File: src/rtl/wino_pkg.sv
// Shared types and arithmetic helpers for the Winograd F(2,3) streaming engine.
// Helpers work on 64-bit values; callers size the results down to their datapath widths.
package wino_pkg;

   // Register ranks: s1 (V/U), s2 (products), s3 (transformed sums), output (reduced Z).
   localparam int STAGES = 4;

   typedef struct packed {
      longint q0;
      longint q1;
      longint q2;
      longint q3;
   } quad_t;

   typedef struct packed {
      longint y0;
      longint y1;
   } pair_t;

   function automatic quad_t in_xform(input longint d0, input longint d1,
                                      input longint d2, input longint d3);
      quad_t v;
      v.q0 = d0 - d2;
      v.q1 = d1 + d2;
      v.q2 = d2 - d1;
      v.q3 = d1 - d3;
      return v;
   endfunction

   // Filter transform is scaled by 2 so it stays integer; out_xform halves it back.
   function automatic quad_t filt_xform(input longint g0, input longint g1, input longint g2);
      quad_t u;
      u.q0 = 2 * g0;
      u.q1 = g0 + g1 + g2;
      u.q2 = g0 - g1 + g2;
      u.q3 = 2 * g2;
      return u;
   endfunction

   function automatic pair_t out_xform(input longint m0, input longint m1,
                                       input longint m2, input longint m3);
      pair_t p;
      p.y0 = (m0 + m1 + m2) >>> 1;
      p.y1 = (m1 - m2 - m3) >>> 1;
      return p;
   endfunction

   // Clamp to a signed w-bit range, or wrap by sign-extending the low w bits.
   function automatic longint sat_wrap(input longint x, input int w, input bit sat);
      longint hi;
      longint lo;
      hi = (longint'(1) <<< (w - 1)) - 1;
      lo = -hi - 1;
      if (sat) begin
         if (x > hi) return hi;
         if (x < lo) return lo;
         return x;
      end
      return (x <<< (64 - w)) >>> (64 - w);
   endfunction

endpackage

File: src/rtl/wino_f23_datapath.sv
// Back end of the F(2,3) pipeline: element-wise multiply, output transform, OW reduction.
// Each rank loads only when the pipe advances and the rank feeding it holds a tile.
module wino_f23_datapath
   import wino_pkg::*;
#(
   parameter int DW  = 10,
   parameter int GW  = 8,
   parameter int OW  = 10,
   parameter int CW  = 2,
   parameter int SAT = 1
)(
   input  logic                  clk,
   input  logic                  rst,
   input  logic                  en,
   input  logic [3:1]            vld,
   input  logic [3:0][DW:0]      v,
   input  logic [3:0][GW+1:0]    u,
   input  logic [CW-1:0]         ch,
   output logic [2*OW-1:0]       z,
   output logic [CW-1:0]         z_ch
);
   localparam int MW = DW + GW + 3;
   localparam int SW = DW + GW + 5;

   logic [3:0][MW-1:0] m_new;
   logic [3:0][MW-1:0] s2_m;
   logic [CW-1:0]      s2_ch;
   logic [SW-1:0]      s3_y0, s3_y1;
   logic [CW-1:0]      s3_ch;
   pair_t              yq;
   logic [OW-1:0]      z0_new, z1_new;

   for (genvar gi = 0; gi < 4; gi++) begin : g_lane
      logic signed [MW-1:0] va, ua;
      assign va = MW'($signed(v[gi]));
      assign ua = MW'($signed(u[gi]));
      assign m_new[gi] = va * ua;
   end

   always_comb begin
      yq = out_xform(longint'($signed(s2_m[0])), longint'($signed(s2_m[1])),
                     longint'($signed(s2_m[2])), longint'($signed(s2_m[3])));
      z0_new = OW'(sat_wrap(longint'($signed(s3_y0)), OW, SAT != 0));
      z1_new = OW'(sat_wrap(longint'($signed(s3_y1)), OW, SAT != 0));
   end

   always_ff @(posedge clk or negedge rst) begin
      if (!rst) begin
         s2_m  <= '0;
         s2_ch <= '0;
      end else if (en && vld[1]) begin
         s2_m  <= m_new;
         s2_ch <= ch;
      end
   end

   always_ff @(posedge clk or negedge rst) begin
      if (!rst) begin
         s3_y0 <= '0;
         s3_y1 <= '0;
         s3_ch <= '0;
      end else if (en && vld[2]) begin
         s3_y0 <= SW'(yq.y0);
         s3_y1 <= SW'(yq.y1);
         s3_ch <= s2_ch;
      end
   end

   // Output rank holds while stalled, so Z is stable under backpressure.
   always_ff @(posedge clk or negedge rst) begin
      if (!rst) begin
         z    <= '0;
         z_ch <= '0;
      end else if (en && vld[3]) begin
         z    <= {z0_new, z1_new};
         z_ch <= s3_ch;
      end
   end

endmodule

File: src/rtl/wino_f23_stream.sv
// Streaming Winograd F(2,3) engine: per-channel transformed-filter store, input transform
// stage, valid/ready handshake; multiply and output transform live in the datapath.
module wino_f23_stream
   import wino_pkg::*;
#(
   parameter int  DW  = 10,
   parameter int  GW  = 8,
   parameter int  OW  = 10,
   parameter int  NCH = 4,
   parameter int  SAT = 1,
   localparam int CW  = (NCH > 1) ? $clog2(NCH) : 1
)(
   input  logic                clk,
   input  logic                rst,
   input  logic                w_we,
   input  logic [CW-1:0]       w_ch,
   input  logic [3*GW-1:0]     w_g,
   input  logic                in_valid,
   output logic                in_ready,
   input  logic [CW-1:0]       in_ch,
   input  logic [4*DW-1:0]     D,
   output logic                out_valid,
   input  logic                out_ready,
   output logic [CW-1:0]       out_ch,
   output logic [2*OW-1:0]     Z
);
   localparam int UW = GW + 2;
   localparam int VW = DW + 1;

   logic [NCH-1:0][3:0][UW-1:0] u_mem;
   logic [3:0][UW-1:0]          u_new, u_sel, s1_u;
   logic [3:0][VW-1:0]          v_new, s1_v;
   logic [CW-1:0]               s1_ch;
   logic [STAGES:1]             vld_pipe;
   logic                        en, accept;
   quad_t                       uq, vq;

   assign en        = !vld_pipe[STAGES] || out_ready;
   assign in_ready  = rst && en;
   assign accept    = in_valid && in_ready;
   assign out_valid = vld_pipe[STAGES];

   always_comb begin
      uq = filt_xform(longint'($signed(w_g[3*GW-1 -: GW])),
                      longint'($signed(w_g[2*GW-1 -: GW])),
                      longint'($signed(w_g[GW-1:0])));
      vq = in_xform(longint'($signed(D[4*DW-1 -: DW])), longint'($signed(D[3*DW-1 -: DW])),
                    longint'($signed(D[2*DW-1 -: DW])), longint'($signed(D[DW-1:0])));
      u_new = {UW'(uq.q3), UW'(uq.q2), UW'(uq.q1), UW'(uq.q0)};
      v_new = {VW'(vq.q3), VW'(vq.q2), VW'(vq.q1), VW'(vq.q0)};
   end

   // Channels with no filter slot select zero weights, which forces a zero result.
   always_comb begin
      u_sel = '0;
      for (int i = 0; i < NCH; i++)
         if (in_ch == CW'(i)) u_sel = u_mem[i];
   end

   always_ff @(posedge clk or negedge rst) begin
      if (!rst) begin
         u_mem <= '0;
      end else if (w_we) begin
         for (int i = 0; i < NCH; i++)
            if (w_ch == CW'(i)) u_mem[i] <= u_new;
      end
   end

   always_ff @(posedge clk or negedge rst) begin
      if (!rst) vld_pipe <= '0;
      else if (en) vld_pipe <= {vld_pipe[STAGES-1:1], in_valid};
   end

   // U is captured with V, so later weight writes never reach tiles already accepted.
   always_ff @(posedge clk or negedge rst) begin
      if (!rst) begin
         s1_v  <= '0;
         s1_u  <= '0;
         s1_ch <= '0;
      end else if (accept) begin
         s1_v  <= v_new;
         s1_u  <= u_sel;
         s1_ch <= in_ch;
      end
   end

   wino_f23_datapath #(
      .DW  (DW),
      .GW  (GW),
      .OW  (OW),
      .CW  (CW),
      .SAT (SAT)
   ) u_dp (
      .clk  (clk),
      .rst  (rst),
      .en   (en),
      .vld  (vld_pipe[STAGES-1:1]),
      .v    (s1_v),
      .u    (s1_u),
      .ch   (s1_ch),
      .z    (Z),
      .z_ch (out_ch)
   );

endmodule
File: config.mk
export PLATFORM = sky130hd
export DESIGN_NAME = wino_f23_stream
export DESIGN_NICKNAME = d
export VERILOG_FILES = /design/src/rtl/wino_pkg.sv /design/src/rtl/wino_f23_datapath.sv /design/src/rtl/wino_f23_stream.sv
export SDC_FILE = /design/constraint.sdc
export NUM_CORES = 2
export LEC_CHECK = 0
export CAP_MARGIN = 0
export CORE_MARGIN = 2
export CORE_UTILIZATION = 60
export DETAILED_ROUTE_END_ITERATION = 10
export PLACE_DENSITY = 0.8
export SETUP_SLACK_MARGIN = 0.5
export SLEW_MARGIN = 20
export SYNTH_ARGS = -nofsm -noshare
export SYNTH_HDL_FRONTEND = slang
export SYNTH_SLANG_ARGS = --single-unit
export TNS_END_PERCENT = 50
File: constraint.sdc
create_clock -name clk -period 7.4 [get_ports clk]
set_input_delay 0.74 -clock clk [delete_from_list [all_inputs] [get_ports clk]]
set_output_delay 0.74 -clock clk [all_outputs]
set_load 0.005 [all_outputs]
==> results.md <==
| Parameter | Reported |
| --- | --- |
| Run status | completed |
| Starting density of the core | 0.6074 |
| I/O pin count | 97 |
| CP Cell Sequence | clkinv_1, nor2_1, fa_1, fa_1, fa_1, fa_1, inv_1, fa_1, inv_1, ha_1, a21o_1, a2111oi_0, nor3_1, o22ai_1, o21ai_0, a21oi_1, xor2_1, o21ai_0 |
| Total of flip-flops plus latches after synthesis | 375 |
| Fraction of post-synthesis cell area in the top cell type by area | 0.2618 |
| Arrival time at the worst endpoint | 6040 ps |
| Total global routing overflow | 0 |
| Clock transition time at the flip-flop clock pins of the worst setup and hold paths | 70 ps |
| Fraction of synthesis flops using an asynchronous set or reset pin | 1.000 |
| Sum of routed wire length over all layers | 84.16 mm |
| Cts repair resizes | 0 |
| Critical Path Source Type | register |
| Required arrival time at the worst endpoint | 7860 ps |
| Die height | 248.4 um |
| # port buffers | 96 |
| Number of maximum-capacitance constraint violations | 0 |
| Final clock period utilization by the worst path | 0.7538 |
| Post-CTS Setup Repair Bufs | 0 |
| Total count of max-transition violations in the final report | 0 |
| Placed wire-length estimate | 66.20 mm |
| Maximum fanout encountered on the critical timing path | 10 |
| Detailed-route wire length per cell | 17.98 um |
| Slowest Stage Delay on Critical Path | 520 ps |
| Final RePlAce weighted congestion | 0.9393 |
| Nets | 4672 |
| Relative slew slack | 0.3316 |
| Area taken by multi-input logic gates | 23410 um2 |
| CORE AREA | 59020 um2 |
| Synthesis-to-finish area growth | 7.658% |
| Setup violators final | 0 |
| Hold violation total from the final report | 0 |
| Kind of cell adding the most delay to the critical path | adder cells |
| Horiz. Die Dim | 248.4 um |
| Placed Area | 37270 um2 |
| Root buf cell | sky130_fd_sc_hd__clkbuf_16 |
| Detailed-route via count | 26310 |
| Worst setup path category | reg -> reg |
| Number of synthesized flops with an enable pin | 0 |
| Cell occurring most often along the worst timing path | sky130_fd_sc_hd__fa_1 |
| First-pass iteration count of the detailed router | 5 |
| Sequential cell area | 9384 um2 |
| Achievable clock frequency | 179.3 MHz |
| Post-synth design cell area | 35850 um2 |
| Global-route wire length before repair | 137.8 mm |
| Antenna Nets Post-Route | 0 |
| Initial antenna violation count | 1 |
| Clock tree from TritonCTS | done |
| Fin crit period | 5578 ps |
| Residual DRC | 0 |
| Synth warn | 0 |
| Hold bufs inserted after CTS | 0 |
| Cells taking the most area after synthesis | sky130_fd_sc_hd__dfrtp_1, sky130_fd_sc_hd__fa_1, sky130_fd_sc_hd__ha_1 |
| Net count after synthesis | 4690 |
| Sequential element share of the synthesized area | 0.2618 |
| Final TNS setup | 0 ps |
| DIE AREA | 61720 um2 |
| Cell with the largest stage delay on the worst path | sky130_fd_sc_hd__fa_1 |
| Number of buffers created by CTS | 40 |
| Worst-case clock skew | 44.87 ps |
| Worst-skew pair later-pin latency | 590 ps |
| GRT Overall Usage | 0.2761 |
| Row cnt | 89 |
| Antenna cell count | 0 |
| RSZ-0062 raised after global routing | no |
| Final Instance Area | 38590 um2 |
| Slew @ Worst Pin | 1003 ps |
| Per-cell via count in the routed design | 5.620 |
| TritonCTS sink count | 375 |
| Fraction of final layout cells with drive strength greater than 1 | 0.03582 |
| Post-synth cell types | 66 |
| Max Root-Sink Buffers | 3 |
| Capturing element type of the critical path | register |
| Worst hold-check path type | in -> async |
| First DRT Iteration DRCs | 1973 |
| Number of H-tree branching levels | 2 |
| Avg Synthesized Cell Area | 9.196 um2 |
| Synth Flop Type | sky130_fd_sc_hd__dfrtp_1 |
| Number of global-route vias before repair | 26310 |
| Synthesized instance count | 3898 |
| Filler Cells Inserted | 4640 |
| Worst path buffer plus inverter count | 3 |
| Setup slack, reg-to-reg | 1820 ps |
| Synth area leader | sky130_fd_sc_hd__dfrtp_1 |
| Maximum number of pins on one net before global-route repair | 172 |
## cell families after synthesis
logic type,after synthesis,synth area share
DFF,375,0.2618
adders and majority gates,719,0.3410
muxes,54,0.02768
buffers and inverters,819,0.08586
xor gates and xnor gates,126,0.03079
AOI/OAI and AO/OA,656,0.1085
and+or+nand+nor,1149,0.1444
## sequential cells by signal, indices dropped and copies added (netlist names)
| name | cells |
|---|---|
| u_dp.s3_ch | 2 |
| s1_u | 35 |
| u_dp.z_ch | 2 |
| s1_v | 43 |
| vld_pipe | 4 |
| u_mem | 140 |
| u_dp.s3_y0 | 22 |
| u_dp.s2_ch | 2 |
| u_dp.s3_y1 | 22 |
| s1_ch | 2 |
| u_dp.s2_m | 81 |
| u_dp.z | 20 |
## path summary, 6_finish.rpt
kind / startpoint / cells after the start / endpoint
worst max-delay path: s1_u[19] / 18 / u_dp.s2_m[40]
worst min-delay path: rst / 1 / u_dp.z[12]
worst max register to register: s1_u[19] / 18 / u_dp.s2_m[40]
worst min register to register: s1_ch[1] / 2 / u_dp.s2_ch[1]
max in group asynchronous: rst / 3 / u_mem[147]
min in group clk: s1_ch[1] / 2 / u_dp.s2_ch[1]
## layout make-up
type / count / area share
multi-input combinational: 2704 / 0.6066
clock buffer: 53 / 0.02902
timing repair buffer: 110 / 0.02782
tap: 773 / 0.02506
clock inverter: 17 / 0.005252
inverter: 649 / 0.06312
sequential: 375 / 0.2432
## metrics by stage
step / setup slack (ps) / hold WS [ps] / util / std cells
after floorplan: 2164 / 438.6 / - / 3898
after global placement: 2036 / 447.7 / 0.6315 / 4611
after detailed placement: 1806 / 459.7 / 0.6315 / 4611
after CTS: 1826 / 116.9 / 0.6539 / 4681
after global routing: 1453 / 150.4 / 0.6539 / 4681
final: 1822 / 94.41 / 0.6539 / 4681
## cells in the mapped netlist, drive strengths merged, types with 4 or more instances
cell type,instances
mux4,35
ha,289
nor2b,32
nand2b,30
nand4,13
nand3,20
a211oi,14
o21bai,22
o41ai,5
a21o,33
mux2,11
nor3,28
and2,178
nor4,8
fa,430
o21a,27
xor2,54
o31ai,38
o21ai,336
inv,647
or3,11
a2111oi,5
nor3b,5
o22ai,4
xnor2,72
buf,12
a31oi,14
and3,13
dfrtp,375
clkbuf,158
mux2i,8
o31a,5
nor2,107
nand2,690
a21oi,99
a21boi,13
o211ai,11
a211o,10
## routing by layer
metal / vias to the layer above / global-route usage / wire length [um]
li1: 12310 / - / -
met1: 12940 / 0.3883 / 36190
met2: 897 / 0.4448 / 39670
met3: 159 / 0.03402 / 4972
met4: 0 / 0.1008 / 3321
met5: - / 0 / 0
## cells in the final DEF (no fill, tap or decap), types with 28 or more instances in the layout
cell and count:
sky130_fd_sc_hd__a21o_1 33, sky130_fd_sc_hd__nand2b_1 30, sky130_fd_sc_hd__xnor2_1 72, sky130_fd_sc_hd__o31ai_1 38, sky130_fd_sc_hd__a21oi_1 99, sky130_fd_sc_hd__nor2b_1 31, sky130_fd_sc_hd__ha_1 289, sky130_fd_sc_hd__dfrtp_1 375
sky130_fd_sc_hd__inv_1 647, sky130_fd_sc_hd__nor2_1 107, sky130_fd_sc_hd__mux4_2 35, sky130_fd_sc_hd__o21ai_0 336, sky130_fd_sc_hd__xor2_1 54, sky130_fd_sc_hd__nor3_1 28, sky130_fd_sc_hd__clkdlybuf4s50_1 93, sky130_fd_sc_hd__clkbuf_16 40
sky130_fd_sc_hd__and2_1 178, sky130_fd_sc_hd__nand2_1 687, sky130_fd_sc_hd__fa_1 430
Power is not shown: default switching activity piles up to over one toggle a cycle in this logic, so the estimate is an artifact.
